===== src/rtl/tiamc1_analog_in.sv =====
// rtl/tiamc1_analog_in.sv - TIA-MC1 analog input conditioning (joystick/paddle/spinner to frame-latched position)
module tiamc1_analog_in #(
  parameter logic [7:0] POS_MIN    = 8'd16,
  parameter logic [7:0] POS_MAX    = 8'd239,
  parameter logic [7:0] CENTER     = 8'd128,
  parameter int         SPIN_SHIFT = 1,
  parameter logic [7:0] DIG_STEP   = 8'd4,
  parameter logic [7:0] DEADZONE   = 8'd8
) (
  input  logic        clk_sys,
  input  logic        reset_n,
  input  logic        vblank,
  input  logic [1:0]  joy_dig,
  input  logic [15:0] joystick_analog_0,
  input  logic [7:0]  paddle_0,
  input  logic [8:0]  spinner_0,
  input  logic [2:0]  cfg_analog,
  output logic [7:0]  pos_out,
  output logic        pos_strobe,
  output logic        active
);

  localparam logic [1:0] MODE_PADDLE  = 2'd1;
  localparam logic [1:0] MODE_SPINNER = 2'd2;

  localparam logic signed [10:0] MIN_S    = {3'b000, POS_MIN};
  localparam logic signed [10:0] MAX_S    = {3'b000, POS_MAX};
  localparam logic signed [10:0] CENTER_S = {3'b000, CENTER};
  localparam logic signed [10:0] STEP_S   = {3'b000, DIG_STEP};
  localparam logic signed [10:0] DZ_S     = {3'b000, DEADZONE};

  // Reset asserts asynchronously, releases on a clock edge.
  logic [1:0] rst_sync;
  logic       rst_n_int;

  always_ff @(posedge clk_sys or negedge reset_n) begin
    if (!reset_n) rst_sync <= 2'b00;
    else          rst_sync <= {rst_sync[0], 1'b1};
  end

  assign rst_n_int = rst_sync[1];

  logic [7:0] pos;
  logic [7:0] pos_next;
  logic [7:0] pos_inv;
  logic [1:0] mode_q;
  logic       vblank_q;
  logic       spin_tog_q;
  logic       started;
  logic       sticky;

  logic              vb_rise;
  logic              mode_chg;
  logic              spin_evt;
  logic              x_active;
  logic signed [10:0] x_s;
  logic signed [10:0] x_abs;
  logic signed [10:0] pos_s;
  logic signed [10:0] spin_ext;
  logic signed [10:0] spin_d;
  logic              unused_y;

  function automatic logic [7:0] clamp(input logic signed [10:0] v);
    if (v < MIN_S)      return POS_MIN;
    else if (v > MAX_S) return POS_MAX;
    else                return v[7:0];
  endfunction

  assign unused_y = ^joystick_analog_0[15:8];

  assign vb_rise  = vblank & ~vblank_q;
  assign mode_chg = cfg_analog[1:0] != mode_q;
  // The first cycle after release only captures the toggle phase.
  assign spin_evt = started & (spinner_0[8] != spin_tog_q);

  assign x_s      = {{3{joystick_analog_0[7]}}, joystick_analog_0[7:0]};
  assign x_abs    = joystick_analog_0[7] ? -x_s : x_s;
  assign x_active = x_abs >= DZ_S;
  assign pos_s    = {3'b000, pos};
  assign spin_ext = {{3{spinner_0[7]}}, spinner_0[7:0]};
  assign spin_d   = spin_ext <<< SPIN_SHIFT;
  assign pos_inv  = POS_MAX + POS_MIN - pos;

  always_comb begin
    pos_next = pos;
    if (mode_chg) begin
      pos_next = CENTER;
    end else begin
      case (mode_q)
        MODE_PADDLE: pos_next = clamp({3'b000, paddle_0});
        MODE_SPINNER: begin
          if (spin_evt) pos_next = clamp(pos_s + spin_d);
        end
        default: begin
          if (x_active) begin
            pos_next = clamp(CENTER_S + x_s);
          end else if (vb_rise) begin
            if (joy_dig == 2'b01)      pos_next = clamp(pos_s + STEP_S);
            else if (joy_dig == 2'b10) pos_next = clamp(pos_s - STEP_S);
          end
        end
      endcase
    end
  end

  always_ff @(posedge clk_sys or negedge rst_n_int) begin
    if (!rst_n_int) begin
      pos        <= CENTER;
      pos_out    <= CENTER;
      pos_strobe <= 1'b0;
      active     <= 1'b0;
      sticky     <= 1'b0;
      spin_tog_q <= 1'b0;
      started    <= 1'b0;
      mode_q     <= 2'd0;
      vblank_q   <= 1'b0;
    end else begin
      started    <= 1'b1;
      spin_tog_q <= spinner_0[8];
      mode_q     <= cfg_analog[1:0];
      vblank_q   <= vblank;
      pos        <= pos_next;
      pos_strobe <= vb_rise;
      // Latch uses the pre-update pos; a change in this same cycle counts for the next frame.
      if (vb_rise) begin
        pos_out <= cfg_analog[2] ? pos : pos_inv;
        active  <= sticky;
        sticky  <= pos_next != pos;
      end else begin
        sticky  <= sticky | (pos_next != pos);
      end
    end
  end

endmodule


===== config.mk =====
export PLATFORM = sky130hd
export DESIGN_NAME = tiamc1_analog_in
export DESIGN_NICKNAME = d
export VERILOG_FILES = /design/src/rtl/tiamc1_analog_in.sv
export SDC_FILE = /design/constraint.sdc
export NUM_CORES = 1
export LEC_CHECK = 0
export BUFFER_PORTS_ARGS = -buffer_cell sky130_fd_sc_hd__buf_2
export CORE_ASPECT_RATIO = 1.75
export CORE_UTILIZATION = 45
export CTS_BUF_LIST = sky130_fd_sc_hd__clkbuf_16
export DETAILED_ROUTE_END_ITERATION = 10
export GPL_TIMING_DRIVEN = 1
export MAX_ROUTING_LAYER = met4
export PLACE_DENSITY = 0.68
export SLEW_MARGIN = 10
export SYNTH_ARGS = -nofsm -noshare
export SYNTH_HDL_FRONTEND = slang
export SYNTH_SLANG_ARGS = --single-unit

===== constraint.sdc =====
create_clock -name clk_sys -period 0.85 [get_ports clk_sys]
set_clock_uncertainty 0.05 [all_clocks]
set_input_delay 0.0425 -clock clk_sys [delete_from_list [all_inputs] [get_ports clk_sys]]
set_output_delay 0.0425 -clock clk_sys [all_outputs]
set_load 0.005 [all_outputs]

[Word-level counts from Yosys, hierarchy flattened]
Index checks and enable logic that the tools add are counted.
Word-level totals
  flip-flop bits (word level): 26
  output and inout port bits: 10
Operators by class
  add/sub/neg operators: 6
  order comparisons: 11
  equal/unequal tests: 7
  muxes and demuxes: 20
  bitwise logic cells: 4
Operators by type and width (count)
  $mux W8: 17
  $gt A10 B9 Y1 const B: 2
  $lt A10 B6 Y1 const B: 2
  $pmux W8 S2: 1
  $ge A11 B5 Y1 const B: 1
  $mux W11: 1
  $neg A8 Y11: 1
  $add A9 B8 Y10 const A: 1
  $add A9 B9 Y10: 1
  $add A8 B3 Y9 const B: 1
  $gt A9 B8 Y1 const B: 1
  $gt A9 B9 Y1 const B: 1
  $lt A9 B5 Y1 const B: 1
  $lt A9 B6 Y1 const B: 1
  $sub A8 B3 Y9 const B: 1
  $gt A8 B8 Y1 const B: 1
  $lt A8 B5 Y1 const B: 1
  $ne A8 B8 Y1: 1
  $sub A8 B8 Y8 const A: 1
  $eq A2 B1 Y1 const B: 2
  $eq A2 B2 Y1 const B: 2
  $and A1 B1 Y1: 2
  $ne A2 B2 Y1: 1
  $mux W1: 1
  other kinds (3): 3

[Logic depth before layout (Yosys ltp)]
Gate-level depths: netlist (run 1).
  word-level depth: 13
  gate-level depth with buffers: 14
  depth with buffers taken out: 12

[Worst setup path before layout (run 1)]
No wires, ideal clock.
  kind: register to register
  from: reg pos[2]
  to: reg sticky
  library setup time: 137 ps
  data arrival time: 3236 ps
  path slack: -2573 ps
  cell stages (with the launch flop): 14
  period minus slack after synthesis: 3423 ps
  cells stage by stage: dfrtp_1 -> clkbuf_1 -> clkbuf_1 -> inv_1 -> fa_1 -> nand2b_1 -> o2bb2ai_1 -> o2111ai_1 -> and3_1 -> nand2_1 -> nand2_1 -> o32ai_1 -> a2111oi_2 -> nand4_1
On the way
  cells in the longest elaborated chain, start to end: 13
RTL lines
  start: declaration: RTL line 43  | logic [7:0] pos;
  start signal: assignment: RTL line 122  | pos <= pos_next;
  $sub A8 B3 Y9: RTL line 99  | else if (joy_dig == 2'b10) pos_next = clamp(pos_s - STEP_S);
  $gt A9 B9 Y1: RTL line 65  | else if (v > MAX_S) return POS_MAX;
  $mux W8: RTL line 65
  $mux W8: RTL line 64  | if (v < MIN_S) return POS_MIN;
  $mux W8: RTL line 99
  $mux W8: RTL line 98  | if (joy_dig == 2'b01) pos_next = clamp(pos_s + STEP_S);
  $mux W8: RTL line 97  | end else if (vb_rise) begin
  $mux W8: RTL line 95  | if (x_active) begin
  $pmux W8 S2: RTL line 89  | case (mode_q)
  $mux W8: RTL line 86  | if (mode_chg) begin
  $ne A8 B8 Y1 *: RTL line 128, 130
  $or A1 B1 Y1: RTL line 130  | sticky <= sticky | (pos_next != pos);
  $mux W1 *: RTL line 125  | if (vb_rise) begin
  end signal: assignment: RTL line 128  | sticky <= pos_next != pos;
  end signal: assignment: RTL line 130
  end: declaration: RTL line 50  | logic sticky;
Mark *: on every way between the ends. The rest lies on a longest branch, timed or not.
A chain may end at the register's enable or synchronous reset.

[Worst setup path in the final report (run 1)]
Ends and elaborated chain as after synthesis.

==> impl_metrics.py, run 1 <==
metrics = {
    "sta": {
        "setup_viol_count_final": 28,
        "fin_crit_sh": 3.69,
        "tightestPinTransition_ps": 588,
        "rsz0062_at_grt": "yes",
        "timing.slew.headroom": 0.603,
        "fin_crit_ps": 3140,
        "hold_ws_ps": 31.7,
        "max_freq_mhz": 318,
        "fin_ws_ps": -2290,
        "hold_viol": 0,
        "slew_violations": 0,
    },
    "die": {
        "num_rows": 40,
        "die_w_um": 65.6,
        "coreArea_um2": 6860,
        "ios": 51,
        "die-area_um2": 7430,
        "start_util": 0.464,
        "die_h_um": 113,
    },
    "layout": {
        "fin_util": 0.797,
        "final_common_cell": "buf_4",
        "drive_gt1_frac": 0.481,
        "diodes": 0,
        "final_cells": 703,
        "final_nets": 676,
        "area_delta_synth_final_pct": 71.6,
        "most-common-layout-cells": "buf_4 (143), buf_2 (42), nor2_1 (39)",
    },
    "cts": {
        "cts_tree": "done",
        "clock_sinks": 26,
        "cts_root_buffer": "clkbuf_16",
        "cts-buffers-inserted": 3,
        "clk_latency_ps": 270,
        "clk_path_buf_depth": 2,
        "cts-htree-levels": 1,
        "cts.clk_slew.worst_paths_ps": 70,
    },
    "synth": {
        "yosysWarnings": 0,
        "yosysUniqueCellTypes": 84,
        "synthesis.area_um2": 3180,
        "seq_area_frac_synth": 0.205,
        "synth-edff-count": 0,
        "ys.flop_type": "dfrtp_1",
        "netlist_instances": 426,
        "async_reset_ff_frac": 1.00,
        "synth_seq_cells": 26,
        "avgSynthCellArea_um2": 7.47,
    },
    "setup_path": {
        "cp-end-kind": "flop",
        "regToRegStartpoint": "pos[2]$_DFF_PN0_",
        "reg2regPathDepth": 12,
        "worst-setup-path-type": "flop to flop",
        "reg2reg_slack_ps": -2290,
        "cp_max_fo": 4,
        "cp_data_arrival_time_ps": 3230,
        "cpPeakStageDelay_ps": 600,
        "critical_path_required_ps": 940,
        "critPathLaunchType": "flop",
        "crit_chain": "inv_4, buf_4, ha_4, buf_4, o41ai_1, a21o_1, o2111ai_1, nand3_1, a21o_1, mux2_2, nor3_1, nand4_1",
        "regToRegEndpoint": "sticky$_DFF_PN0_",
        "crit_slowest_cell": "o41ai_1",
    },
    "placed_design": {
        "placed_cells": 672,
        "dp_hpwl_mm": 10.2,
        "post-place-ws_ps": -2270,
        "port_buffers": 42,
        "gp_congestion": 0.951,
    },
    "power_and_ir_drop": {
        "power.density_nw_per_um2": 1290,
        "worst_ir_drop_vdd_v": 0.000903,
        "finalPower_mw": 7.02,
        "power_leakage_nw": 2.43,
    },
    "detailed_routing": {
        "vias_per_cell": 6.32,
        "dr.pass1.iters": 6,
        "initialDrtViolationCount": 393,
        "drt-total-wl_mm": 14.6,
        "ant_nets": 0,
        "vias": 4442,
        "wl_per_cell_um": 20.8,
        "drc": 0,
    },
    "global_routing": {
        "grt_max_degree": 25,
        "overflow": 0,
        "antenna_found_initial": 0,
        "track_usage": 0.378,
        "grt_pass1_vias": 4185,
        "grt_first_pass_wirelength_mm": 20.7,
    },
    "job": {
        "maxCapViolations": 0,
    },
    "outcome": {
        "violations": "setup timing",
        "status": "finished, violations left",
    },
    "worst_hold_path": {
        "hp-class": "input port to asynchronous set/reset pin",
    },
}
[area by class of cell]
type	count	area (um2)
multi-input cells	355	2840
repair buffers	213	1670
fillers	468	1390
flip-flops and latches	26	656
well taps	84	105
inverters	21	86.3
clock buffers	3	75.1
clock inverters	1	30.0
[state kept, by name, indices dropped and copies added (netlist names)]
| name | count |
|---|---|
| pos_strobe | 1 |
| pos | 8 |
| pos_out | 8 |
| spin_tog_q | 1 |
| vblank_q | 1 |
| rst_sync | 2 |
| mode_q | 2 |
| started | 1 |
| sticky | 1 |
| active | 1 |
[cell usage after synthesis (6+ instances only)]
| master | n | area (um2) |
|---|---|---|
| nor2_1 | 42 | 158 |
| nand2_1 | 37 | 139 |
| o21ai_0 | 27 | 135 |
| dfrtp_1 | 24 | 601 |
| a21oi_1 | 22 | 110 |
| inv_1 | 17 | 63.8 |
| nand3_1 | 16 | 80.1 |
| clkbuf_1 | 14 | 52.6 |
| ha_1 | 14 | 175 |
| nor3_1 | 13 | 65.1 |
| xor2_1 | 13 | 114 |
| xnor2_1 | 12 | 105 |
| a31oi_1 | 10 | 62.6 |
| o211ai_1 | 8 | 60.1 |
| a211oi_1 | 7 | 52.6 |
| and2_1 | 7 | 43.8 |
| o2111ai_1 | 6 | 52.6 |
[stage by stage]
step           instance area, um2  setup TNS (ps)
2_1_floorplan                3360          -17320
3_5_place_dp                 4600          -20140
5_1_grt                      5460          -21390
4_1_cts                      4980          -18990
6_report                     5460          -19960
3_3_place_gp                 4600          -18910
[how the worst max path moves through the flow]
| stage | cells past startpoint | end | start | slack, ps |
|---|---|---|---|---|
| floorplan | 12 | sticky$_DFF_PN0_ | pos[2]$_DFF_PN0_ | -1960 |
| global placement | 10 | sticky$_DFF_PN0_ | pos[6]$_DFF_PN0_ | -2110 |
| detailed placement | 10 | sticky$_DFF_PN0_ | pos[6]$_DFF_PN0_ | -2270 |
| CTS | 11 | sticky$_DFF_PN0_ | pos[2]$_DFF_PN0_ | -2090 |
| global route | 12 | sticky$_DFF_PN0_ | pos[2]$_DFF_PN0_ | -2530 |
| finish | 12 | sticky$_DFF_PN0_ | pos[2]$_DFF_PN0_ | -2290 |
[power breakdown]
| part | internal [mW] | switching, mW | total [mW] |
|---|---|---|---|
| logic | 1.97 | 2.12 | 4.09 |
| registers | 1.38 | 0.109 | 1.49 |
| clock network | 0.940 | 0.509 | 1.45 |
[kinds of logic after synthesis]
| logic type | Yosys count | share of synthesized area |
|---|---|---|
| xor+xnor | 25 | 0.0688 |
| buf+inv | 46 | 0.0585 |
| compound gates | 143 | 0.320 |
| flops | 26 | 0.205 |
| other cells | 1 | 0.00118 |
| fa+ha+maj | 15 | 0.0613 |
| simple gates | 167 | 0.275 |
| mux | 3 | 0.0102 |
[critical path: cells and delay by family (launching register included)]
kind / cells / cell delay [ps]
compound gates: 4 / 1100
flops: 1 / 470
simple gates: 3 / 420
buf+inv: 3 / 400
mux: 1 / 350
fa+ha+maj: 1 / 210
[metal layers]
metal | up-vias | wire [um] | share of wire | GRT usage
met1 | 2102 | 5030 | 0.34 | 0.357
met3 | 106 | 695 | 0.048 | 0.0595
met2 | 255 | 7630 | 0.52 | 0.662
met4 | 0 | 1250 | 0.085 | 0.288
li1 | 1979 | - | - | -
met5 | - | 0 | 0 | -
[what timing repair did]
action	in CTS	in global routing
buffers inserted	11	19
pin swaps	10	25
cloned	0	2
endpoints found under the setup margin	28	28
hold buffers	5	0
endpoints found under the hold margin	6	0
gates resized for setup	41	70
Note: power is estimated with default switching activity, not from simulation.
==> run 2, diff against run 1 <==
--- a/config.mk
+++ b/config.mk
@@ -11,8 +11,8 @@
 export CTS_BUF_LIST = sky130_fd_sc_hd__clkbuf_16
 export DETAILED_ROUTE_END_ITERATION = 10
 export GPL_TIMING_DRIVEN = 1
-export MAX_ROUTING_LAYER = met4
 export PLACE_DENSITY = 0.68
+export SKIP_CTS_REPAIR_TIMING = 1
 export SLEW_MARGIN = 10
 export SYNTH_ARGS = -nofsm -noshare
 export SYNTH_HDL_FRONTEND = slang
==> impl_metrics.py, run 2 (synthesized netlist as in run 1, its figures left out) <==
metrics = {
    "cts": {
        "cts_root_buffer": "clkbuf_16",
        "clk_latency_ps": 280,
        "cts_tree": "done",
        "clock_sinks": 26,
        "cts.clk_slew.worst_paths_ps": 80,
        "cts-htree-levels": 1,
        "cts-buffers-inserted": 3,
        "clk_path_buf_depth": 2,
    },
    "die": {
        "die_h_um": 113,
        "start_util": 0.464,
        "ios": 51,
        "die_w_um": 65.6,
        "die-area_um2": 7430,
        "num_rows": 40,
        "coreArea_um2": 6860,
    },
    "placed_design": {
        "place_area_um2": 4530,
        "port_buffers": 42,
        "gp_congestion": 1.04,
        "dp_hpwl_mm": 10.2,
    },
    "detailed_routing": {
        "ant_nets": 0,
        "dr.pass1.iters": 8,
        "vias_per_cell": 6.11,
        "drc": 0,
        "drt-total-wl_mm": 13.7,
        "vias": 4222,
        "wl_per_cell_um": 19.8,
        "initialDrtViolationCount": 362,
    },
    "setup_path": {
        "regToRegStartpoint": "pos[2]$_DFF_PN0_",
        "regToRegEndpoint": "sticky$_DFF_PN0_",
        "reg2regPathDepth": 13,
        "critPathLaunchType": "flop",
        "worst-setup-path-type": "flop to flop",
        "cp-end-kind": "flop",
        "critical_path_required_ps": 960,
        "reg2reg_slack_ps": -2140,
        "cp_max_fo": 9,
        "cp_data_arrival_time_ps": 3100,
    },
    "layout": {
        "most-common-layout-cells": "buf_4 (142), buf_2 (42), nor2_1 (41)",
        "diodes": 0,
        "reg_top3": "pos (8), pos_out (8)",
        "fillers": 525,
        "fin_area_um2": 5130,
        "multi_input_area_um2": 2700,
        "area_delta_synth_final_pct": 61.2,
        "drive_gt1_frac": 0.455,
        "final_common_cell": "buf_4",
        "seq_area_um2": 656,
        "final_nets": 664,
        "fin_util": 0.749,
    },
    "power_and_ir_drop": {
        "finalPower_mw": 6.71,
        "p_sw_frac": 0.386,
        "pwr-share-comb": 0.561,
        "power_switching_mw": 2.59,
        "power_leakage_nw": 2.32,
        "pwr-share-clk": 0.219,
        "power_frac_seq": 0.220,
        "intPower_mw": 4.12,
        "power.density_nw_per_um2": 1310,
        "worst_ir_drop_vdd_v": 0.000785,
    },
    "outcome": {
        "status": "finished, violations left",
        "violations": "setup timing",
    },
    "sta": {
        "max_freq_mhz": 334,
        "setup_viol_count_final": 29,
        "timing.slew.headroom": 0.665,
        "fin_crit_sh": 3.52,
        "fin_crit_ps": 2990,
        "fin_ws_ps": -2140,
        "slew_violations": 0,
        "hold_viol": 0,
        "setup_tns_ps": -19160,
        "rsz0062_at_grt": "yes",
        "tightestPinTransition_ps": 501,
    },
    "global_routing": {
        "track_usage": 0.352,
        "grt_first_pass_wirelength_mm": 19.4,
        "grt_max_degree": 25,
        "overflow": 0,
        "antenna_found_initial": 0,
        "grt_pass1_vias": 3976,
    },
    "worst_hold_path": {
        "hp-class": "input port to asynchronous set/reset pin",
    },
    "job": {
        "maxCapViolations": 0,
    },
}
[run 2: cell count changes in the layout (fill, tap and decap cells not counted), moves of 3 or more]
cell and change:
o21ai_2 -3, ha_1 +5, buf_6 -5, nor3_2 +3
o21ai_1 +4, ha_4 -4
[run 2: cell type report]
class | count | area share
multi-input combinational | 355 | 0.527
sequential | 26 | 0.128
clock buffer | 3 | 0.0146
tap | 84 | 0.0205
timing repair buffer | 201 | 0.289
clock inverter | 1 | 0.00585
inverter | 21 | 0.0158
[run 2: routing by layer]
| metal | vias to the layer above | share of wire | GRT usage |
|---|---|---|---|
| li1 | 1950 | - | - |
| met1 | 1972 | 0.35 | 0.337 |
| met2 | 211 | 0.51 | 0.638 |
| met3 | 89 | 0.047 | 0.0474 |
| met4 | 0 | 0.086 | 0.291 |
| met5 | - | 0 | 0 |
[run 2: critical path, cell delays in order (launching register included)]
cell and delay [ps]:
dfrtp_1 420, inv_2 120, ha_1 200, buf_6 150
or4bb_4 480, mux2i_1 210, o22ai_2 150, o31ai_2 260
a21o_1 180, buf_4 120, buf_4 100, nor3_1 60
nor3_1 250, nand4_1 120
[run 2: worst max-delay path by stage]
stage,from,end,slack (ps),depth (start not counted)
final,pos[2]$_DFF_PN0_,sticky$_DFF_PN0_,-2140,13
after global routing,pos[2]$_DFF_PN0_,sticky$_DFF_PN0_,-2280,12
after CTS,pos[2]$_DFF_PN0_,sticky$_DFF_PN0_,-2180,10
after detailed placement,pos[2]$_DFF_PN0_,sticky$_DFF_PN0_,-2160,10
after global placement,pos[5]$_DFF_PN0_,sticky$_DFF_PN0_,-2080,9
after floorplan,pos[2]$_DFF_PN0_,sticky$_DFF_PN0_,-1960,12
[run 2: power by group through the flow]
stage,Sequential (mW),Combinational [mW],Clock (mW)
finish,1.48,3.76,1.47
global route,1.49,3.99,1.51
CTS,1.46,3.14,1.47
detailed placement,1.49,3.12,0
global placement,1.48,3.08,0
floorplan,1.51,1.70,0
[run 2: metrics by stage]
stage               hold WS, ps  instances  setup slack (ps)
floorplan                  -303        427             -1960
global placement           -223        664             -2080
detailed placement         -216        664             -2160
CTS                        -513        668             -2180
global route               23.6        691             -2280
finish                     14.2        691             -2140
==> run 3, diff against run 2 <==
--- a/config.mk
+++ b/config.mk
@@ -13,6 +13,7 @@
 export GPL_TIMING_DRIVEN = 1
 export PLACE_DENSITY = 0.68
 export SKIP_CTS_REPAIR_TIMING = 1
+export SKIP_LAST_GASP = 1
 export SLEW_MARGIN = 10
 export SYNTH_ARGS = -nofsm -noshare
 export SYNTH_HDL_FRONTEND = slang
==> impl_metrics.py, run 3 (synthesized netlist as in run 1, its figures left out) <==
metrics = {
    "outcome": {
        "status": "finished, violations left",
        "violations": "setup timing",
    },
    "cts": {
        "clk_latency_ps": 280,
        "clk_path_buf_depth": 2,
        "cts.clk_slew.worst_paths_ps": 80,
        "cts_tree": "done",
        "clock_sinks": 26,
        "cts_root_buffer": "clkbuf_16",
        "cts-buffers-inserted": 3,
        "cts-htree-levels": 1,
    },
    "power_and_ir_drop": {
        "pwr-share-clk": 0.219,
        "power_switching_mw": 2.59,
        "power_frac_seq": 0.221,
        "power.density_nw_per_um2": 1310,
        "pwr-share-comb": 0.560,
        "worst_ir_drop_vdd_v": 0.000789,
        "power_leakage_nw": 2.31,
        "p_sw_frac": 0.387,
        "intPower_mw": 4.11,
    },
    "sta": {
        "tightestPinTransition_ps": 523,
        "rsz0062_at_grt": "yes",
        "setup_viol_count_final": 29,
        "hold_viol": 0,
        "fin_ws_ps": -2150,
        "max_freq_mhz": 333,
        "setup_tns_ps": -19240,
        "slew_violations": 0,
        "fin_crit_ps": 3000,
        "fin_crit_sh": 3.53,
        "timing.slew.headroom": 0.650,
    },
    "layout": {
        "final_nets": 664,
        "diodes": 0,
        "area_delta_synth_final_pct": 60.6,
        "most-common-layout-cells": "buf_4 (143), buf_2 (42), nor2_1 (41)",
        "reg_top3": "pos (8), pos_out (8)",
        "final_cells": 691,
        "final_common_cell": "buf_4",
        "drive_gt1_frac": 0.451,
    },
    "placed_design": {
        "placed_cells": 664,
        "port_buffers": 42,
        "gp_congestion": 1.04,
        "dp_hpwl_mm": 10.2,
        "post-place-ws_ps": -2160,
    },
    "detailed_routing": {
        "drt-total-wl_mm": 13.7,
        "dr.pass1.iters": 7,
        "ant_nets": 0,
        "wl_per_cell_um": 19.8,
        "initialDrtViolationCount": 389,
        "vias_per_cell": 6.14,
        "drc": 0,
        "vias": 4243,
    },
    "setup_path": {
        "critPathLaunchType": "flop",
        "critical_path_required_ps": 950,
        "cp_max_fo": 9,
        "worst-setup-path-type": "flop to flop",
        "cp_data_arrival_time_ps": 3110,
        "cp-end-kind": "flop",
    },
    "global_routing": {
        "track_usage": 0.352,
        "grt_util_met1": 0.337,
        "grtUsageMet2": 0.638,
        "busiest_layer": "met2",
        "antenna_found_initial": 0,
        "overflow": 0,
        "grt_first_pass_wirelength_mm": 19.4,
        "grt_max_degree": 25,
        "grt_pass1_vias": 3976,
        "use_met3": 0.0474,
    },
    "worst_hold_path": {
        "hp-class": "input port to asynchronous set/reset pin",
    },
    "die": {
        "die-area_um2": 7430,
        "coreArea_um2": 6860,
        "die_h_um": 113,
        "ios": 51,
        "die_w_um": 65.6,
        "start_util": 0.464,
        "num_rows": 40,
    },
    "job": {
        "maxCapViolations": 0,
    },
}
## run 3: cell types whose count changed in the layout (fill, tap and decap cells not counted)
| cell | delta |
|---|---|
| buf_4 | +1 |
| nand2_2 | -1 |
| nor2b_4 | -1 |
| buf_6 | -1 |
| nor2b_1 | +1 |
| buf_12 | -1 |
| nand2_1 | +1 |
| buf_8 | +1 |
## run 3: power by group through the flow
stage / Combinational (mW) / Sequential (mW) / Clock [mW]
final: 3.75 / 1.48 / 1.47
after global routing: 3.97 / 1.49 / 1.53
after CTS: 3.14 / 1.46 / 1.47
after detailed placement: 3.12 / 1.49 / 0
after global placement: 3.08 / 1.48 / 0
after floorplan: 1.70 / 1.51 / 0
## run 3: metrics by stage
stage	hold slack [ps]	util	area (um2)	power [mW]
after CTS	-513	0.676	4630	6.07
final	16.0	0.746	5110	6.69
after detailed placement	-216	0.660	4530	4.61
after global placement	-223	0.660	4530	4.56
after floorplan	-303	-	3360	3.21
after global routing	20.2	0.746	5110	6.99
## run 3: routing by layer
layer | vias to the layer above | share of wire
met4 | 0 | 0.086
met1 | 1989 | 0.35
met3 | 91 | 0.052
met5 | - | 0
li1 | 1951 | -
met2 | 212 | 0.51
## run 3: area by class of cell
type | count | area [um2]
fill | 528 | 1740
inverter | 21 | 81.3
tap | 84 | 105
sequential | 26 | 656
clock buffer | 3 | 75.1
clock inverter | 1 | 30.0
multi-input combinational | 355 | 2690
timing repair buffer | 201 | 1470
## run 3: final timing paths
path	slack (ps)	startpoint	end	cells past startpoint
worst max-delay path	-2150	pos[2]$_DFF_PN0_	sticky$_DFF_PN0_	13
worst min-delay path	20	reset_n	rst_sync[0]$_DFF_PN0_	2
worst max register to register	-2150	pos[2]$_DFF_PN0_	sticky$_DFF_PN0_	13
worst min register to register	180	rst_sync[1]$_DFF_PN0_	pos[1]$_DFF_PN0_	1
max in group asynchronous	320	rst_sync[1]$_DFF_PN0_	pos[7]$_DFF_PN1_	1
min in group clk_sys	120	cfg_analog[2]	pos_out[7]$_DFFE_PN1P_	3
## run 3: critical path: stages (launching register included)
cell and delay, ps:
dfrtp_1 420, inv_2 120, ha_1 200, buf_6 150
or4bb_4 480, mux2i_1 210, o22ai_2 150, o31ai_2 260
a21o_1 180, buf_4 120, buf_4 100, nor3_1 60
nor3_1 250, nand4_1 120
